`config.mk`:
```
export PLATFORM = sky130hd
export DESIGN_NAME = quad_fifo4
export DESIGN_NICKNAME = d
export VERILOG_FILES = /design/src/rtl/quad_fifo4.sv
export SDC_FILE = /design/constraint.sdc
export NUM_CORES = 1
export LEC_CHECK = 0
export ABC_AREA = 1
export BUFFER_PORTS_ARGS = -buffer_cell sky130_fd_sc_hd__buf_4
export CELL_PAD_IN_SITES_DETAIL_PLACEMENT = 0
export CELL_PAD_IN_SITES_GLOBAL_PLACEMENT = 1
export CORE_MARGIN = 5
export CORE_UTILIZATION = 37
export CTS_CLUSTER_DIAMETER = 150
export DETAILED_ROUTE_END_ITERATION = 6
export GPL_TIMING_DRIVEN = 0
export HOLD_SLACK_MARGIN = 0.05
export PLACE_DENSITY = 0.78
export SETUP_SLACK_MARGIN = 0.15
export SLEW_MARGIN = 20
export SYNTH_ARGS = -nofsm -noshare
export SYNTH_HDL_FRONTEND = slang
export SYNTH_SLANG_ARGS = --single-unit
export TNS_END_PERCENT = 5
```
`constraint.sdc`:
```
create_clock -name clk -period 2.5 [get_ports clk]
set_clock_uncertainty 0.1 [all_clocks]
set_input_delay 0.25 -clock clk [delete_from_list [all_inputs] [get_ports clk]]
set_output_delay 0.25 -clock clk [all_outputs]
set_load 0.02 [all_outputs]
```
`src/rtl/quad_fifo4.sv`:
```
// quad_fifo4: four-entry, 4-bit circular FIFO that feeds a quad 4:1 mux.
// The entry registers drive mux inputs InA..InD and rd_ptr drives mux
// select S, so the mux output is always the head-of-queue word.
// Optional sticky misuse flag 'err' is built only when the macro
// QUAD_FIFO4_ERR_EN is defined; otherwise err is tied low.
module quad_fifo4 (
  input  logic       clk,
  input  logic       rst,
  input  logic       wr_en,
  input  logic [3:0] wr_data,
  input  logic       rd_en,
  output logic [3:0] ent0,
  output logic [3:0] ent1,
  output logic [3:0] ent2,
  output logic [3:0] ent3,
  output logic [1:0] rd_ptr,
  output logic [2:0] count,
  output logic       empty,
  output logic       full,
  output logic       err
);

  logic [3:0] r_ent [4];
  logic [1:0] r_wrPtr;
  logic [1:0] r_rdPtr;
  logic [2:0] r_count;

  logic w_empty;
  logic w_full;
  logic w_pushOk;
  logic w_popOk;

  // Occupancy flags come straight from the registered count, so they only
  // move on clock edges and there is no pointer-equality ambiguity.
  assign w_empty = (r_count == 3'd0);
  assign w_full  = (r_count == 3'd4);

  // A push is accepted when there is room, or when a simultaneous pop frees
  // the slot that the write pointer is sitting on. A pop needs data.
  assign w_pushOk = wr_en && (!w_full || rd_en);
  assign w_popOk  = rd_en && !w_empty;

  // Entry storage: write the pushed word at the write pointer; popped
  // entries are left as they are.
  always_ff @(posedge clk or posedge rst) begin
    if (rst) begin
      for (int i = 0; i < 4; i++) begin
        r_ent[i] <= 4'h0;
      end
    end else if (w_pushOk) begin
      r_ent[r_wrPtr] <= wr_data;
    end
  end

  // Write and read pointers wrap 3 -> 0 through natural 2-bit overflow.
  always_ff @(posedge clk or posedge rst) begin
    if (rst) begin
      r_wrPtr <= 2'd0;
      r_rdPtr <= 2'd0;
    end else begin
      if (w_pushOk) begin
        r_wrPtr <= r_wrPtr + 2'd1;
      end
      if (w_popOk) begin
        r_rdPtr <= r_rdPtr + 2'd1;
      end
    end
  end

  // Occupancy: up on push only, down on pop only, steady on both or none.
  always_ff @(posedge clk or posedge rst) begin
    if (rst) begin
      r_count <= 3'd0;
    end else begin
      case ({w_pushOk, w_popOk})
        2'b10:   r_count <= r_count + 3'd1;
        2'b01:   r_count <= r_count - 3'd1;
        default: r_count <= r_count;
      endcase
    end
  end

`ifdef QUAD_FIFO4_ERR_EN
  logic r_err;

  // Sticky misuse flag: a push dropped because the FIFO is full, or a pop
  // ignored because it is empty (even if a push is accepted alongside it).
  always_ff @(posedge clk or posedge rst) begin
    if (rst) begin
      r_err <= 1'b0;
    end else if ((wr_en && w_full && !rd_en) || (rd_en && w_empty)) begin
      r_err <= 1'b1;
    end
  end

  assign err = r_err;
`else
  assign err = 1'b0;
`endif

  assign ent0   = r_ent[0];
  assign ent1   = r_ent[1];
  assign ent2   = r_ent[2];
  assign ent3   = r_ent[3];
  assign rd_ptr = r_rdPtr;
  assign count  = r_count;
  assign empty  = w_empty;
  assign full   = w_full;

endmodule

```
==> run metrics, run 1 <==
worst skew pair latency=~310 ps; total power=1842 uW; crit path launch type=flip-flop; die area=4239 um^2; CTS tree=built; CTS Buf Count=3; VDD IR max=just under 0.5 mV; vias in the first global route=around 900; initial DRC count=46; routability cong.=0.7622; detail-routed via count per cell=about 5; crit path to=count[2]$_DFFE_PP0P_; ys flop type=dfrtp_1; WL final=between 2000 and 2500 um; most instantiated cells after synthesis=42 x nand2_1, 23 x dfrtp_1, 16 x nand4_1; top post-synthesis cells by area=dfrtp_1 51%, nand2_1 14%, nand4_1 8.9%; ANT cells=0; Filler cells=288; Placed Area=about 1400 um^2; deepest clock path buffer count=2; antenna violations before repair=0; Slew Viols, Final=0; period utilisation layout=between 80% and 90%; Mapped Area=1124 um^2; Yosys cell types=21; synth-to-layout area growth=27.06%; share of layout cells above drive strength 1=a little over a quarter; Worst Setup SP=count[0]$_DFFE_PP0P_; gr busiest metal=met2; Ports=32; Post-DP HPWL=1808 um; count of warnings emitted by yosys=0; final hold vios=0; first-pass GRT wire length=around 3900 um; WL/cell=roughly 12 um; Port Buffers=30; Max-slew headroom=42.33%; CP Max Fanout=10; Fmax=469.4 MHz; worst r2r path cells=10; fin crit period=about 2100 ps; Post-CTS Setup Repair Bufs=0; FFs w/ async S/R, synth=100.0%; Final #Nets=around 170; CTS Sinks=23; Pre-antenna DRT Iters=4; Crit path required time=roughly 2600 ps; post-synth top area cell=dfrtp_1; H-tree levels=1; count leader, synth=nand2_1; Post-synth EDFFs=0; met3 usage=under 10%; GR Util met2=a little under a fifth; num rows=20; DRC=0; post-route ant nets=0; Finished Cell Area=approximately 1400 um^2; GRT Residual Overflow=0; status=completed; GRT Total Usage=a little under an eighth; worst reg-to-reg setup slack=370 ps; RSZ-0062 raised after global routing=false; GR Util met1=about 16%; #FFs+latches synth=23; Vias=931; post-synthesis sequential area ratio=51.22%; worst min path class=in2reg; Mapped Cells=121; Worst-path clk slew=130 ps; clock tree root buffer cell=clkbuf_4; syn_area_per_cell=9.286 um^2; Initial Util=between 30 and 40%; # resized after CTS=0; Worst R2R Start=count[0]$_DFFE_PP0P_; Setup violations, final=0; max cap viols=0; core area=around 3000 um^2; Setup TNS=0 ps; Syn Nets=135; Die Y=approximately 65 um; Critical Path End Type=flip-flop; Worst EP arrival=~2200 ps; worst slew pin tran=around 860 ps; Die Span X=roughly 65 um; Lkg Pwr=just under 0.0008 uW; Critical R2R Capture=count[2]$_DFFE_PP0P_; largest net degree at the start of global routing=24; Power Density=around 1300 nW/um^2; CP Class=reg2reg; share of the synthesized area in the top cell type=between 50% and 60%
## sequential cells by signal (all words and copies together), names as in the netlist
signal / count
ent1: 4
rd_ptr: 2
count: 3
ent3: 4
r_wrPtr: 2
ent2: 4
ent0: 4
## through the flow
stage | cells | utilization (%) | setup slack (ps) | hold WS (ps)
detailed placement | 184 | 46.68 | 375.9 | 360.0
finish | 189 | 47.94 | 369.8 | 111.5
global placement | 184 | 46.68 | 387.6 | 356.2
floorplan | 121 | - | 435.8 | 151.9
global route | 189 | 47.94 | 194.0 | 96.37
CTS | 189 | 47.94 | 351.7 | 101.0
## area by class of cell
type                            instances  area [um^2]  share of cell area, %
Buffer                                  5        35.03                  2.454
Timing Repair Buffer                   31        235.2                  16.48
Inverter                               11        41.29                  2.892
Tap cell                               33        41.29                  2.892
Sequential cell                        23        575.6                  40.32
Clock buffer                            3        22.52                  1.578
Clock inverter                          1        5.005                 0.3506
Multi-Input combinational cell         82        471.7                  33.04
## worst min path at each step
stage	from	endpoint	cells past startpoint
final	wr_data[3]	ent0[3]$_DFFE_PP0P_	3
after global placement	rst	ent1[1]$_DFFE_PP0P_	2
after CTS	wr_data[3]	ent0[3]$_DFFE_PP0P_	3
after floorplan	rst	count[0]$_DFFE_PP0P_	1
after detailed placement	ent2[2]$_DFFE_PP0P_	ent2[2]$_DFFE_PP0P_	2
after global routing	wr_data[3]	ent0[3]$_DFFE_PP0P_	3
## what timing repair did
action / 4_1_cts / 5_1_grt
endpoints found under the hold margin: 23 / 0
hold buffers: 1 / 0
endpoints found under the setup margin: 0 / 0
## layer usage
layer | wire length (um) | vias up
met5 | 0 | -
met4 | 27 | 0
met3 | 147 | 3
met2 | 1116 | 27
met1 | 1068 | 435
li1 | - | 466
## power breakdown
group | internal [uW] | switching, uW | total (uW)
clock network | 59.9 | 113 | 173
registers | 548 | 128 | 676
logic | 421 | 570 | 992
## layout by cell type (no fill, tap or decap), drive strengths merged
cell type | synthesis | routed
fa | 1 | 1
nor2 | 1 | 1
clkbuf | 1 | 4
clkinv | 0 | 1
ha | 5 | 5
dfrtp | 23 | 23
o21ai | 2 | 2
inv | 11 | 11
buf | 4 | 34
conb | 1 | 1
dlygate4sd3 | 0 | 1
xor2 | 1 | 1
nand4 | 16 | 16
nand3 | 7 | 7
xnor2 | 3 | 3
nand2 | 43 | 43
nor3 | 1 | 1
nand3b | 1 | 1
## cells by family (layout without fill, tap and decap cells)
logic type	after synthesis	count (layout)	synth area share [%]
other	1	1	0.3338
XOR/XNOR	4	4	3.119
AND/OR/NAND/NOR	69	69	30.29
flip-flops	23	23	51.22
AO/OA/AOI/OAI	2	2	0.8909
buffers and inverters	16	51	6.792
adder cells (fa/ha/maj)	6	6	7.350
## critical path, stage by stage, from the launching register on
cell and delay [ps]:
dfrtp_1 450, nor2_2 160, nand3_2 140, buf_6 180, nand2_4 60, ha_1 160, inv_1 60, fa_1 380
nand2_1 80, nand3b_1 90, xor2_1 150
Power figures use the tool's default switching activity.
==> run 2: changes to the inputs <==
--- a/config.mk
+++ b/config.mk
@@ -16,6 +16,7 @@
 export GPL_TIMING_DRIVEN = 0
 export HOLD_SLACK_MARGIN = 0.05
 export PLACE_DENSITY = 0.78
+export RECOVER_POWER = 50
 export SETUP_SLACK_MARGIN = 0.15
 export SLEW_MARGIN = 20
 export SYNTH_ARGS = -nofsm -noshare
==> run 2 against run 1 <==
Effect of this change:
- maximum frequency fell by 1.6%
- sequential power decreased by 0.7%
- register-to-register slack got worse by 30 ps
- die area is the same
- first-iteration DRC count is 8.7% higher
- non-clock buffer count unchanged
- global-route usage is the same
- power is 7.4% lower
- clock power about the same
- clock-buffer cell count did not move
==> run metrics, run 2 (synthesis gave the netlist of run 1 again) <==
detail-routed via count per cell=4.810 (-2.4%); Final Core Density=45.08% (-2.9 points); worst reg-to-reg setup slack=340 ps (-30 ps); worst r2r path cells=10 (unchanged); combinational share of power=50.4% (-3.5 points); GRT Total Usage=11.96% (unchanged); Lkg Pwr=0.0006944 uW (-11%); Worst EP arrival=2280 ps (+40 ps); RSZ-0062 raised after global routing=false; fin cells=189 (unchanged); switch share=47.51% (+3.4 points); Post-DP HPWL=1808 um (unchanged); ANT cells=0 (unchanged); Reg power frac=39.4% (+2.7 points); CTS tree=built; Ports=32 (unchanged); Worst-path clk slew=130 ps (about the same); VDD IR max=0.4711 mV (-4.9%); final hold vios=0 (unchanged); part of the power in the clock network=10.2% (+0.8 points); DRC=0 (unchanged); Die Y=65.11 um (unchanged); Power Density=1270 nW/um^2 (-1.6%); Worst Setup SP=count[0]$_DFFE_PP0P_; status=completed; Port Buffers=30 (unchanged); Crit path required time=2610 ps (about the same); WP buf/inv=2 (unchanged); CTS Sinks=23 (unchanged); Crit-path slowest cell=dfrtp_1; post-route ant nets=0 (unchanged); Vias=909 (-2.4%); Critical Path End Type=flip-flop; crit-path cells=nor2_1, nand3_2, buf_6, nand2_4, ha_1, inv_1, fa_1, nand2_1, nand3b_1, xor2_1; deepest clock path buffer count=2 (unchanged); internal power=894.7 uW (-13%); Setup TNS=0 ps (unchanged); max cap viols=0 (unchanged); GRT Residual Overflow=0 (unchanged); Net Sw Power=809.8 uW (-0.26%); routability cong.=0.7622 (unchanged); crit path to=count[2]$_DFFE_PP0P_; core area=2978 um^2 (unchanged); synth-to-layout area growth=19.49%; Worst R2R Start=count[0]$_DFFE_PP0P_; Slowest Stage Delay on Critical Path=450 ps (about the same); share of layout cells above drive strength 1=12.18% (-15 points); CTS Buf Count=3 (unchanged); num rows=20 (unchanged); Setup violations, final=0 (unchanged); fin crit period=2165 ps (+34.62 ps); commonest non-fill, non-tap cell in the layout=nand2_1; CP Class=reg2reg; clock tree root buffer cell=clkbuf_4; H-tree levels=1 (unchanged); Critical R2R Capture=count[2]$_DFFE_PP0P_; first-pass GRT wire length=3933 um (unchanged); worst slew pin tran=863.1 ps (-0.9341 ps); commonest cells after routing, fill and taps aside=42 x nand2_1, 23 x clkbuf_1, 23 x dfrtp_1, 16 x nand4_1, 11 x inv_1; period utilisation layout=86.59% (+1.4 points); crit path launch type=flip-flop; worst min path class=in2reg; WL final=2398 um (+1.6%); Initial Util=37.73% (unchanged); Pre-antenna DRT Iters=4 (unchanged); WP depth=10 (unchanged); Die Span X=65.11 um (unchanged); antenna violations before repair=0 (unchanged); vias in the first global route=882 (unchanged); Fmax=461.9 MHz (-1.6%); initial DRC count=50 (+8.7%); Slew Viols, Final=0 (unchanged); # resized after CTS=0 (unchanged); CP Max Fanout=10 (unchanged); Final #Nets=171 (unchanged); Max-slew headroom=42.39% (+0.062 points); worst skew pair latency=310 ps (about the same); largest net degree at the start of global routing=24 (unchanged); die area=4239 um^2 (unchanged); Post-CTS Setup Repair Bufs=0 (unchanged); kind of cell adding the most delay to the critical path=simple AND/OR/NAND/NOR gates; WL/cell=12.69 um (+1.6%); dpl cells=184 (unchanged)
run 2: what timing repair did:
action,CTS,global route
hold buffers,1,0
setup endpoints to repair,0,0
endpoints found under the hold margin,23,0
run 2: worst min-delay path by stage:
stage,end,cells past startpoint,slack (ps),startpoint
finish,ent0[3]$_DFFE_PP0P_,3,110,wr_data[3]
CTS,ent0[3]$_DFFE_PP0P_,3,100,wr_data[3]
global route,ent0[3]$_DFFE_PP0P_,3,100,wr_data[3]
global placement,ent1[1]$_DFFE_PP0P_,2,360,rst
detailed placement,ent2[2]$_DFFE_PP0P_,2,360,ent2[2]$_DFFE_PP0P_
floorplan,count[0]$_DFFE_PP0P_,1,150,rst
run 2: layout make-up:
cell class              count  area [um^2]
repair buffers             31        156.4
clock inverters             1        5.005
multi-input cells          82        469.2
inverters                  11        41.29
well taps                  33        41.29
plain buffers               5        31.28
clock buffers               3        22.52
fillers                   316         1635
flip-flops and latches     23        575.6
run 2: routing by layer:
metal	track usage [%]	up-vias	part of all wire, %	routed length (um)
met5	0	-	0	0
met4	4.663	0	1.3	31
met3	2.735	4	6.5	155
li1	-	464	-	-
met2	19.16	26	46	1102
met1	15.70	415	46	1108
run 2: power by group through the flow:
stage,Sequential [uW],Combinational [uW],Clock [uW]
global placement,677,991,0
global route,700,958,196
CTS,681,1010,180
floorplan,869,432,0
detailed placement,688,1000,0
finish,671,859,174
run 2: tightest hold or removal path: cells and delay by family:
family	cells	cell delay (ps)
buffers and inverters	1	130
AND/OR/NAND/NOR	2	130
run 2: through the flow:
stage | total power [uW] | instance area (um^2) | hold slack [ps] | setup slack (ps)
6_report | 1705 | 1343 | 109.7 | 335.1
5_1_grt | 1854 | 1343 | 96.37 | 160.4
4_1_cts | 1870 | 1428 | 101.0 | 351.7
3_5_place_dp | 1690 | 1390 | 360.0 | 375.9
3_3_place_gp | 1668 | 1390 | 356.2 | 387.6
2_1_floorplan | 1301 | 1124 | 151.9 | 435.8
